## src/rtl/seq_alu_pkg.sv

```systemverilog
// Shared opcode encodings, flag bit positions and FSM state type for seq_alu.
package seq_alu_pkg;

    localparam logic [7:0] OP_ADD  = 8'h01;
    localparam logic [7:0] OP_SUB  = 8'h02;
    localparam logic [7:0] OP_MUL  = 8'h03;
    localparam logic [7:0] OP_DIV  = 8'h04;
    localparam logic [7:0] OP_MOD  = 8'h05;
    localparam logic [7:0] OP_AND  = 8'h06;
    localparam logic [7:0] OP_OR   = 8'h07;
    localparam logic [7:0] OP_XOR  = 8'h08;
    localparam logic [7:0] OP_NOT  = 8'h09;
    localparam logic [7:0] OP_NOR  = 8'h0A;
    localparam logic [7:0] OP_NAND = 8'h0B;
    localparam logic [7:0] OP_XNOR = 8'h0C;

    localparam int FLAG_ZERO    = 0;
    localparam int FLAG_CARRY   = 1;
    localparam int FLAG_SIGN    = 2;
    localparam int FLAG_PARITY  = 3;
    localparam int FLAG_DIVZ    = 4;
    localparam int FLAG_INVALID = 5;
    localparam int FLAG_OVF     = 6;

    typedef enum logic {
        S_IDLE = 1'b0,
        S_RUN  = 1'b1
    } state_t;

    // Multi-cycle ops; divide by zero short-circuits to the single-cycle path.
    function automatic logic is_iterative(input logic [7:0] op, input logic divisor_zero);
        return (op == OP_MUL) || (((op == OP_DIV) || (op == OP_MOD)) && !divisor_zero);
    endfunction

endpackage

```

## src/rtl/seq_muldiv.sv

```systemverilog
// Iterative shift-add multiplier / restoring divider, one bit per clock.
// Terminal count (cnt == 0 while busy) marks the completion cycle.
module seq_muldiv
    import seq_alu_pkg::*;
#(
    parameter int WIDTH = 8
) (
    input  logic             clk,
    input  logic             reset,
    input  logic             load,
    input  logic             is_mul,
    input  logic [WIDTH-1:0] op_a,
    input  logic [WIDTH-1:0] op_b,
    output logic             fin,
    output logic [WIDTH-1:0] lo,
    output logic [WIDTH-1:0] hi
);

    localparam int CW = $clog2(WIDTH + 1);

    logic [CW-1:0]    cnt;
    logic             busy;
    logic             mul_q;
    logic [WIDTH-1:0] m_q;
    logic [WIDTH:0]   mul_sum;
    logic [WIDTH:0]   rem_sh;
    logic [WIDTH:0]   rem_diff;

    assign fin = busy && (cnt == '0);

    always_comb begin
        mul_sum  = {1'b0, hi} + (lo[0] ? {1'b0, m_q} : '0);
        rem_sh   = {hi, lo[WIDTH-1]};
        rem_diff = rem_sh - {1'b0, m_q};
    end

    // hi/lo: product halves for MUL, remainder/quotient for DIV.
    always_ff @(posedge clk) begin
        if (reset) begin
            cnt   <= '0;
            busy  <= 1'b0;
            mul_q <= 1'b0;
            m_q   <= '0;
            lo    <= '0;
            hi    <= '0;
        end else if (load) begin
            cnt   <= CW'(WIDTH);
            busy  <= 1'b1;
            mul_q <= is_mul;
            m_q   <= is_mul ? op_a : op_b;
            lo    <= is_mul ? op_b : op_a;
            hi    <= '0;
        end else if (busy) begin
            if (cnt != '0) begin
                cnt <= cnt - CW'(1);
                if (mul_q) begin
                    {hi, lo} <= {mul_sum, lo[WIDTH-1:1]};
                end else if (rem_sh >= {1'b0, m_q}) begin
                    hi <= rem_diff[WIDTH-1:0];
                    lo <= {lo[WIDTH-2:0], 1'b1};
                end else begin
                    hi <= rem_sh[WIDTH-1:0];
                    lo <= {lo[WIDTH-2:0], 1'b0};
                end
            end else begin
                busy <= 1'b0;
            end
        end
    end

endmodule

```

## src/rtl/seq_alu.sv

```systemverilog
// Sequential ALU: single-cycle arith/logic ops, iterative MUL/DIV/MOD via seq_muldiv.
//   state  | meaning
//   S_IDLE | ready; single-cycle ops complete one edge after acceptance
//   S_RUN  | seq_muldiv iterating; start ignored until terminal count
module seq_alu
    import seq_alu_pkg::*;
#(
    parameter int WIDTH = 8
) (
    input  logic             clk,
    input  logic             reset,
    input  logic             start,
    input  logic [7:0]       opcode,
    input  logic [WIDTH-1:0] operand1,
    input  logic [WIDTH-1:0] operand2,
    output logic             ready,
    output logic             done,
    output logic [WIDTH-1:0] result,
    output logic [WIDTH-1:0] result_hi,
    output logic [7:0]       flags
);

    state_t           state;
    state_t           state_nxt;
    logic             accept;
    logic             load_md;
    logic             pend;
    logic [7:0]       op_q;
    logic [WIDTH-1:0] a_q;
    logic [WIDTH-1:0] b_q;

    logic             md_fin;
    logic [WIDTH-1:0] md_lo;
    logic [WIDTH-1:0] md_hi;
    logic             is_mul_in;

    logic [WIDTH:0]   add_w;
    logic [WIDTH-1:0] sub_w;
    logic [WIDTH-1:0] s_res;
    logic [WIDTH-1:0] s_hi;
    logic             s_carry;
    logic             s_ovf;
    logic             s_dz;
    logic             s_inv;

    logic [WIDTH-1:0] o_res;
    logic [WIDTH-1:0] o_hi;
    logic             o_carry;
    logic             o_ovf;
    logic             o_dz;
    logic             o_inv;
    logic [7:0]       flags_nxt;

    assign ready     = (state == S_IDLE);
    assign is_mul_in = (opcode == OP_MUL);

    seq_muldiv #(.WIDTH(WIDTH)) u_muldiv (
        .clk    (clk),
        .reset  (reset),
        .load   (load_md),
        .is_mul (is_mul_in),
        .op_a   (operand1),
        .op_b   (operand2),
        .fin    (md_fin),
        .lo     (md_lo),
        .hi     (md_hi)
    );

    always_ff @(posedge clk) begin
        if (reset) begin
            state <= S_IDLE;
        end else begin
            state <= state_nxt;
        end
    end

    always_comb begin
        state_nxt = state;
        accept    = 1'b0;
        load_md   = 1'b0;
        case (state)
            S_IDLE: begin
                if (start) begin
                    accept = 1'b1;
                    if (is_iterative(opcode, operand2 == '0)) begin
                        load_md   = 1'b1;
                        state_nxt = S_RUN;
                    end
                end
            end
            S_RUN: begin
                if (md_fin) begin
                    state_nxt = S_IDLE;
                end
            end
            default: state_nxt = S_IDLE;
        endcase
    end

    // DIV/MOD only land here when the divisor is zero.
    always_comb begin
        s_res   = '0;
        s_hi    = '0;
        s_carry = 1'b0;
        s_ovf   = 1'b0;
        s_dz    = 1'b0;
        s_inv   = 1'b0;
        add_w   = {1'b0, a_q} + {1'b0, b_q};
        sub_w   = a_q - b_q;
        case (op_q)
            OP_ADD: begin
                s_res   = add_w[WIDTH-1:0];
                s_carry = add_w[WIDTH];
                s_ovf   = (a_q[WIDTH-1] == b_q[WIDTH-1]) && (add_w[WIDTH-1] != a_q[WIDTH-1]);
            end
            OP_SUB: begin
                s_res   = sub_w;
                s_carry = (a_q < b_q);
                s_ovf   = (a_q[WIDTH-1] != b_q[WIDTH-1]) && (sub_w[WIDTH-1] != a_q[WIDTH-1]);
            end
            OP_MUL:  s_res = '0;
            OP_DIV: begin
                s_res = '1;
                s_hi  = a_q;
                s_dz  = 1'b1;
            end
            OP_MOD: begin
                s_res = a_q;
                s_dz  = 1'b1;
            end
            OP_AND:  s_res = a_q & b_q;
            OP_OR:   s_res = a_q | b_q;
            OP_XOR:  s_res = a_q ^ b_q;
            OP_NOT:  s_res = ~a_q;
            OP_NOR:  s_res = ~(a_q | b_q);
            OP_NAND: s_res = ~(a_q & b_q);
            OP_XNOR: s_res = ~(a_q ^ b_q);
            default: s_inv = 1'b1;
        endcase
    end

    always_comb begin
        o_res   = s_res;
        o_hi    = s_hi;
        o_carry = s_carry;
        o_ovf   = s_ovf;
        o_dz    = s_dz;
        o_inv   = s_inv;
        if (!pend) begin
            o_res   = (op_q == OP_MOD) ? md_hi : md_lo;
            o_hi    = (op_q == OP_MOD) ? '0 : md_hi;
            o_carry = (op_q == OP_MUL) && (md_hi != '0);
            o_ovf   = 1'b0;
            o_dz    = 1'b0;
            o_inv   = 1'b0;
        end
        flags_nxt               = '0;
        flags_nxt[FLAG_ZERO]    = (o_res == '0);
        flags_nxt[FLAG_CARRY]   = o_carry;
        flags_nxt[FLAG_SIGN]    = o_res[WIDTH-1];
        flags_nxt[FLAG_PARITY]  = ~^o_res;
        flags_nxt[FLAG_DIVZ]    = o_dz;
        flags_nxt[FLAG_INVALID] = o_inv;
        flags_nxt[FLAG_OVF]     = o_ovf;
    end

    always_ff @(posedge clk) begin
        if (reset) begin
            op_q      <= '0;
            a_q       <= '0;
            b_q       <= '0;
            pend      <= 1'b0;
            done      <= 1'b0;
            result    <= '0;
            result_hi <= '0;
            flags     <= '0;
        end else begin
            if (accept) begin
                op_q <= opcode;
                a_q  <= operand1;
                b_q  <= operand2;
            end
            pend <= accept && !load_md;
            done <= pend || md_fin;
            if (pend || md_fin) begin
                result    <= o_res;
                result_hi <= o_hi;
                flags     <= flags_nxt;
            end
        end
    end

endmodule

```

## config.mk

```make
export PLATFORM = sky130hd
export DESIGN_NAME = seq_alu
export DESIGN_NICKNAME = d
export VERILOG_FILES = /design/src/rtl/seq_alu_pkg.sv /design/src/rtl/seq_muldiv.sv /design/src/rtl/seq_alu.sv
export SDC_FILE = /design/constraint.sdc
export NUM_CORES = 1
export LEC_CHECK = 0
export CAP_MARGIN = 20
export CORE_ASPECT_RATIO = 1.5
export CORE_MARGIN = 2
export CORE_UTILIZATION = 29
export DETAILED_ROUTE_END_ITERATION = 16
export GPL_ROUTABILITY_DRIVEN = 0
export PLACE_DENSITY = 0.57
export SLEW_MARGIN = 40
export SYNTH_ARGS = -nofsm -noshare
export SYNTH_HDL_FRONTEND = slang
export SYNTH_SLANG_ARGS = --single-unit
export TNS_END_PERCENT = 100
```

## constraint.sdc

```tcl
create_clock -name clk -period 4.6 [get_ports clk]
set_input_delay 0.69 -clock clk [delete_from_list [all_inputs] [get_ports clk]]
set_output_delay 0.69 -clock clk [all_outputs]
set_load 0.005 [all_outputs]
```

### Yosys cells after proc, flatten, opt, wreduce, memory -nomap -nowiden

Index checks and enable logic that the tools add are counted.

| operators by class | value |
|---|---|
| $add $sub $neg | 5 |
| multipliers | 0 |
| div/mod/pow operators | 0 |
| magnitude comparators | 2 |
| eq/ne operators | 19 |
| shifts and indexed selects | 0 |
| multiplexer cells | 37 |
| bitwise logic cells | 8 |
| reduce and logical (&&, ||, !) cells | 24 |

Operators with widths:

| operator | count |
|---|---|
| 2-to-1 mux 8 bit | 14 |
| one-hot mux 8 bit (11 select lines) | 1 |
| == test 8 x 3 -> 1 bit (second input constant) | 6 |
| == test 8 x 4 -> 1 bit (second input constant) | 5 |
| NOT 8 bit | 4 |
| == test 8 x 2 -> 1 bit (second input constant) | 3 |
| adder 8 x 8 -> 9 bit | 2 |
| zero test 8 bit | 2 |
| 2-to-1 mux 1 bit | 16 |
| subtractor 8 bit | 2 |
| 2-to-1 mux 4 bit | 3 |
| OR reduction 12 bit | 1 |
| greater-or-equal comparator 9 x 8 -> 1 bit | 1 |
| bitwise AND 8 bit | 1 |
| == test 8 x 1 -> 1 bit (second input constant) | 1 |
| < comparator 8 bit | 1 |
| OR 8 bit | 1 |
| nonzero test 8 bit | 1 |
| XNOR reduction 8 bit | 1 |
| XOR 8 bit | 1 |
| logical AND 1 bit | 6 |
| one-hot mux 1 bit (2 select lines) | 3 |
| zero test 4 bit | 1 |
| AND reduction 2 bit | 2 |
| 9 further kinds | 16 |

| storage, ports and cells | value |
|---|---|
| register bits | 80 |
| latch bits | 0 |
| bits in writable memories | 0 |
| memory bits (read-only) | 0 |
| input bits | 27 |
| memories | 0 |

### Logic depth before layout (Yosys ltp)

| logic depth | value |
|---|---|
| depth after elaboration | 9 |
| mapped depth | 15 |

### Hierarchy

Synthesis repeated with hierarchy kept, for this count alone.

| unflattened totals | value |
|---|---|
| cells, all modules | 815 |
| area, all modules | 6208.5 µm² |

By module, submodules not included:

| module | instances | cells an instance | area each (µm²) |
|---|---|---|---|
| seq_alu | 1 | 539 | 3906.2 |
| seq_muldiv | 1 | 276 | 2302.2 |

### Worst setup path after synthesis

No wires, ideal clock.

| path | value |
|---|---|
| path type | reg-to-reg |
| from | register a_q[1] |
| to | register flags[3] |
| library setup time | 128 ps |
| arrival | 2916 ps |
| data required time | 4472 ps |
| slack | 1556 ps |
| cell stages (with the launch flop) | 14 |
| buffers on the path | 0 |
| period minus slack after synthesis | 3044 ps |
| path through | dfxtp_1 inv_1 ha_1 o21bai_1 o2111a_1 o21ba_1 mux2_1 o41ai_1 ha_1 xor2_1 xnor2_1 nor2_1 a21oi_1 nor2_1 |

| on the way | value |
|---|---|
| word-level cells in the longest chain between the ends | 5 |
| elaborated cells between the ends (all ways) | 12 |
| classes of those cells | add/sub (2); mux (2); bitwise (7); reduce/logical (1) |

RTL lines:

| item | RTL line | RTL |
|---|---|---|
| from (decl) | seq_alu.sv:29 | `logic [WIDTH-1:0] a_q;` |
| from (signal assigned) | seq_alu.sv:180 | `a_q <= operand1;` |
| branches (longest 2 deep; another with subtractor 8 bit) | -- |  |
| one-hot mux 8 bit (11 select lines) * | seq_alu.sv:110 | `case (op_q)` |
| 2-to-1 mux 8 bit * | seq_alu.sv:149 | `if (!pend) begin` |
| XNOR reduction 8 bit * | seq_alu.sv:161 | `flags_nxt[FLAG_PARITY] = ~^o_res;` |
| to (signal assigned) | seq_alu.sv:188 | `flags <= flags_nxt;` |
| to (decl) | seq_alu.sv:20 | `output logic [7:0] flags` |

Every way passes the cells marked *.
A chain may end at the register's enable or synchronous reset.

### Worst setup path after layout

Same ends and word-level chain as after synthesis.

==> flow_summary.toml <==
[power_and_ir_drop]
worst_ir_drop_vdd_v = 0.000140
sw_frac_of_total_pct = 30.0
combPwrFrac_pct = 18.3
power_frac_clock_pct = 40.1
p_seq_share_pct = 41.6
power.switching_uw = 531
power.internal_uw = 1240
p_leak_uw = 0.00257
power.density_nw_per_um2 = 245

[place]
detailed_place_hpwl_mm = 16.4
portBuffers = 51
place_inst = 1089

[critical_path]
ff2ff_setup_slack_ps = 990
cp.arrival_ps = 3830
cp-startpoint = "a_q[1]"
reg2reg_depth = 13
r2r-end = "flags[3]"
startpoint_type = "flip-flop"
crit_type = "reg -> reg"
end_kind = "flip-flop"
cp_max_fo = 8
cp.depth = 13
worstPathRequired_ps = 4820
critical_path_buf_inv_count = 1
cpLargestDelayFamily = "compound AO/OA/AOI/OAI gates"
critical-path-max-stage-delay_ps = 520
worstSetupEndpoint = "flags[3]"
r2r_start = "a_q[1]"
slowest_stage = "o41ai_1"
cp_cell_sequence = "inv_1, ha_1, o21bai_1, o2111a_1, o21ba_1, mux2_1, o41ai_1, ha_1, xor2_1, xnor2_1, nor2_1, a21oi_1, nor2_1"

[logic_synthesis]
syn_avg_cell_area_um2 = 7.63
yosysUniqueCellTypes = 79
synthArstFlopShare_pct = 0
ys_warn_count = 0
synth_edf_count = 0
synth-main-ff-cell = "dfxtp_1"
synth_seq_cells = 79
seq_area_frac_synth_pct = 25.7
synthesis.area_um2 = 6160
syn_inst = 807
synth_fp_nets = 883

[layout]
layout.cells.non_filler = 1105
diodes = 0
nFillCells = 2262
nets = 908
drive_gt1_share_pct = 6.45
syn_to_final_growth_pct = 17.3

[timing]
skew_ps = 10.4
setup_violations = 0
max_freq_ghz = 0.277
relSlewSlack_pct = 52.4
slew_violations = 0
period_share_pct = 78.4
rsz0062_at_grt = "no"
worstMarginPinSlew_ps = 713
finalWorstPathRequiredPeriod_ps = 3610
finalHoldViolations = 0
final.setup.tns_ps = 0

[floorplanning]
start_util_pct = 29.4
dieWidth_um = 123
io_pins = 53
placement_rows = 65
fp.dieH_um = 182
die-area_um2 = 22400
coreArea_um2 = 21000

[global_routing]
gr-usage-met3_pct = 1.88
grt_usage_pct = 19.3
grt_overflow = 0
grt_max_degree = 53
gr-usage-met1_pct = 21.2
grt_pass1_vias = 5888
grt_antenna_before_repair = 0
use_met2_pct = 35.4
grt_pass1_wl_mm = 33.0
grt_busiest_layer = "met2"

[clocking]
cts_tree = "done"
postCtsHoldBufs = 0
clk_path_buf_depth = 2
cts-resized-gates = 0
clock-sinks = 79
cts_made_buffers = 9
cts_setup_buffers = 0
htreeDepth = 3
cts_root_buffer = "clkbuf_16"
clk_latency_ps = 350
clk_pin_slew_ps = 60

[route]
via_per_inst = 5.51
remaining_drc_errors = 0
finalWirelength_mm = 21.1
vias = 6091
ant_nets = 0
first_pass_iters = 5
drt-initial-drc-count = 343
detail_route.wl_per_cell_um = 19.1

[run]
cap_violations = 0

[worst_hold_path]
min_from = "b_q[4]"
hold_class = "reg -> reg"

[status]
outcome = "finished, final reports clean"
how the worst min path moves through the flow:
stage / to / slack [ps] / depth (start not counted)
finish: b_q[4] / 470 / 2
global route: op_q[6] / 490 / 2
CTS: op_q[6] / 470 / 2
detailed placement: op_q[6] / 460 / 2
global placement: b_q[4] / 460 / 2
floorplan: op_q[6] / 450 / 2
sequential cells by signal, indices dropped and copies added, names as in the netlist:
name            count
a_q                 8
b_q                 8
op_q                8
result_hi           8
u_muldiv.hi         8
u_muldiv.lo         8
u_muldiv.m_q        8
flags               7
result              7
u_muldiv.cnt        4
done                1
pend                1
state               1
u_muldiv.busy       1
u_muldiv.mul_q      1
worst register-to-register path: cells and delay by family, from the launching register on:
| family | cells | cell delay, ps |
|---|---|---|
| xor+xnor | 2 | 330 |
| compound gates | 5 | 1350 |
| simple gates | 2 | 90 |
| buf+inv | 1 | 140 |
| flops | 1 | 510 |
| fa+ha+maj | 2 | 720 |
| mux | 1 | 330 |
synthesized netlist by cell type, drive strengths merged (17+ instances only):
| cell type | instances | area share [%] |
|---|---|---|
| mux2i | 40 | 6.5 |
| nor3 | 18 | 1.5 |
| clkbuf | 43 | 2.6 |
| nand3 | 17 | 1.4 |
| dfxtp | 79 | 26 |
| a21oi | 67 | 5.4 |
| ha | 45 | 9.1 |
| nand2b | 18 | 1.8 |
| o21ai | 33 | 2.7 |
| nor2 | 81 | 4.9 |
| nand2 | 84 | 5.1 |
| inv | 50 | 3.0 |
| a211oi | 37 | 4.7 |
per-layer routing:
| layer | routed length (um) | part of all wire [%] |
|---|---|---|
| met5 | 0 | 0 |
| met2 | 11300 | 54 |
| met3 | 739 | 3.5 |
| met4 | 1110 | 5.2 |
| met1 | 7920 | 38 |
metrics by stage:
stage | hold WS [ps] | utilization [%] | setup WS, ps | area, um^2 | power [uW]
after global placement | 464 | 33.0 | 1090 | 6920 | 1070
after CTS | 473 | 34.4 | 998 | 7220 | 1780
final | 472 | 34.4 | 993 | 7220 | 1770
after global routing | 489 | 34.4 | 767 | 7220 | 1840
after detailed placement | 464 | 33.0 | 1040 | 6930 | 1070
after floorplan | 448 | - | 1560 | 6160 | 945
power groups by stage:
stage          clock [uW]  sequential (uW)  combinational [uW]
6_report              709              736                 323
3_5_place_dp            0              751                 319
5_1_grt               752              738                 350
2_1_floorplan           0              736                 209
4_1_cts               725              735                 320
3_3_place_gp            0              750                 319
area by class of cell:
class	count	area (um^2)	area share, %
clock inverters	5	41.3	0.572
flip-flops and latches	79	1580	21.9
well taps	268	335	4.64
repair buffers	66	618	8.56
clock buffers	11	253	3.50
inverters	51	191	2.65
multi-input cells	625	4200	58.2
cell families (layout without fill, tap and decap cells):
| kind of cell | after synthesis | in the layout | share of synthesized area, % |
|---|---|---|---|
| buf+inv | 103 | 133 | 6.62 |
| simple gates | 281 | 281 | 21.5 |
| flops | 79 | 79 | 25.7 |
| mux | 43 | 43 | 7.23 |
| compound gates | 238 | 238 | 26.7 |
| other cells | 1 | 1 | 0.0609 |
| fa+ha+maj | 49 | 49 | 10.4 |
| xor+xnor | 13 | 13 | 1.85 |
cell usage in the layout, fill, tap and decap left out, types with 16 or more instances in the layout:
| master | netlist | layout |
|---|---|---|
| a211oi_1 | 35 | 34 |
| a21oi_1 | 67 | 67 |
| clkdlybuf4s50_1 | 0 | 50 |
| dfxtp_1 | 79 | 78 |
| ha_1 | 45 | 45 |
| inv_1 | 49 | 49 |
| mux2i_1 | 40 | 40 |
| nand2_1 | 84 | 83 |
| nand2b_1 | 18 | 18 |
| nand3_1 | 17 | 17 |
| nor2_1 | 81 | 80 |
| nor3_1 | 18 | 16 |
| o21ai_0 | 32 | 32 |
(Power assumes the default switching activity.)
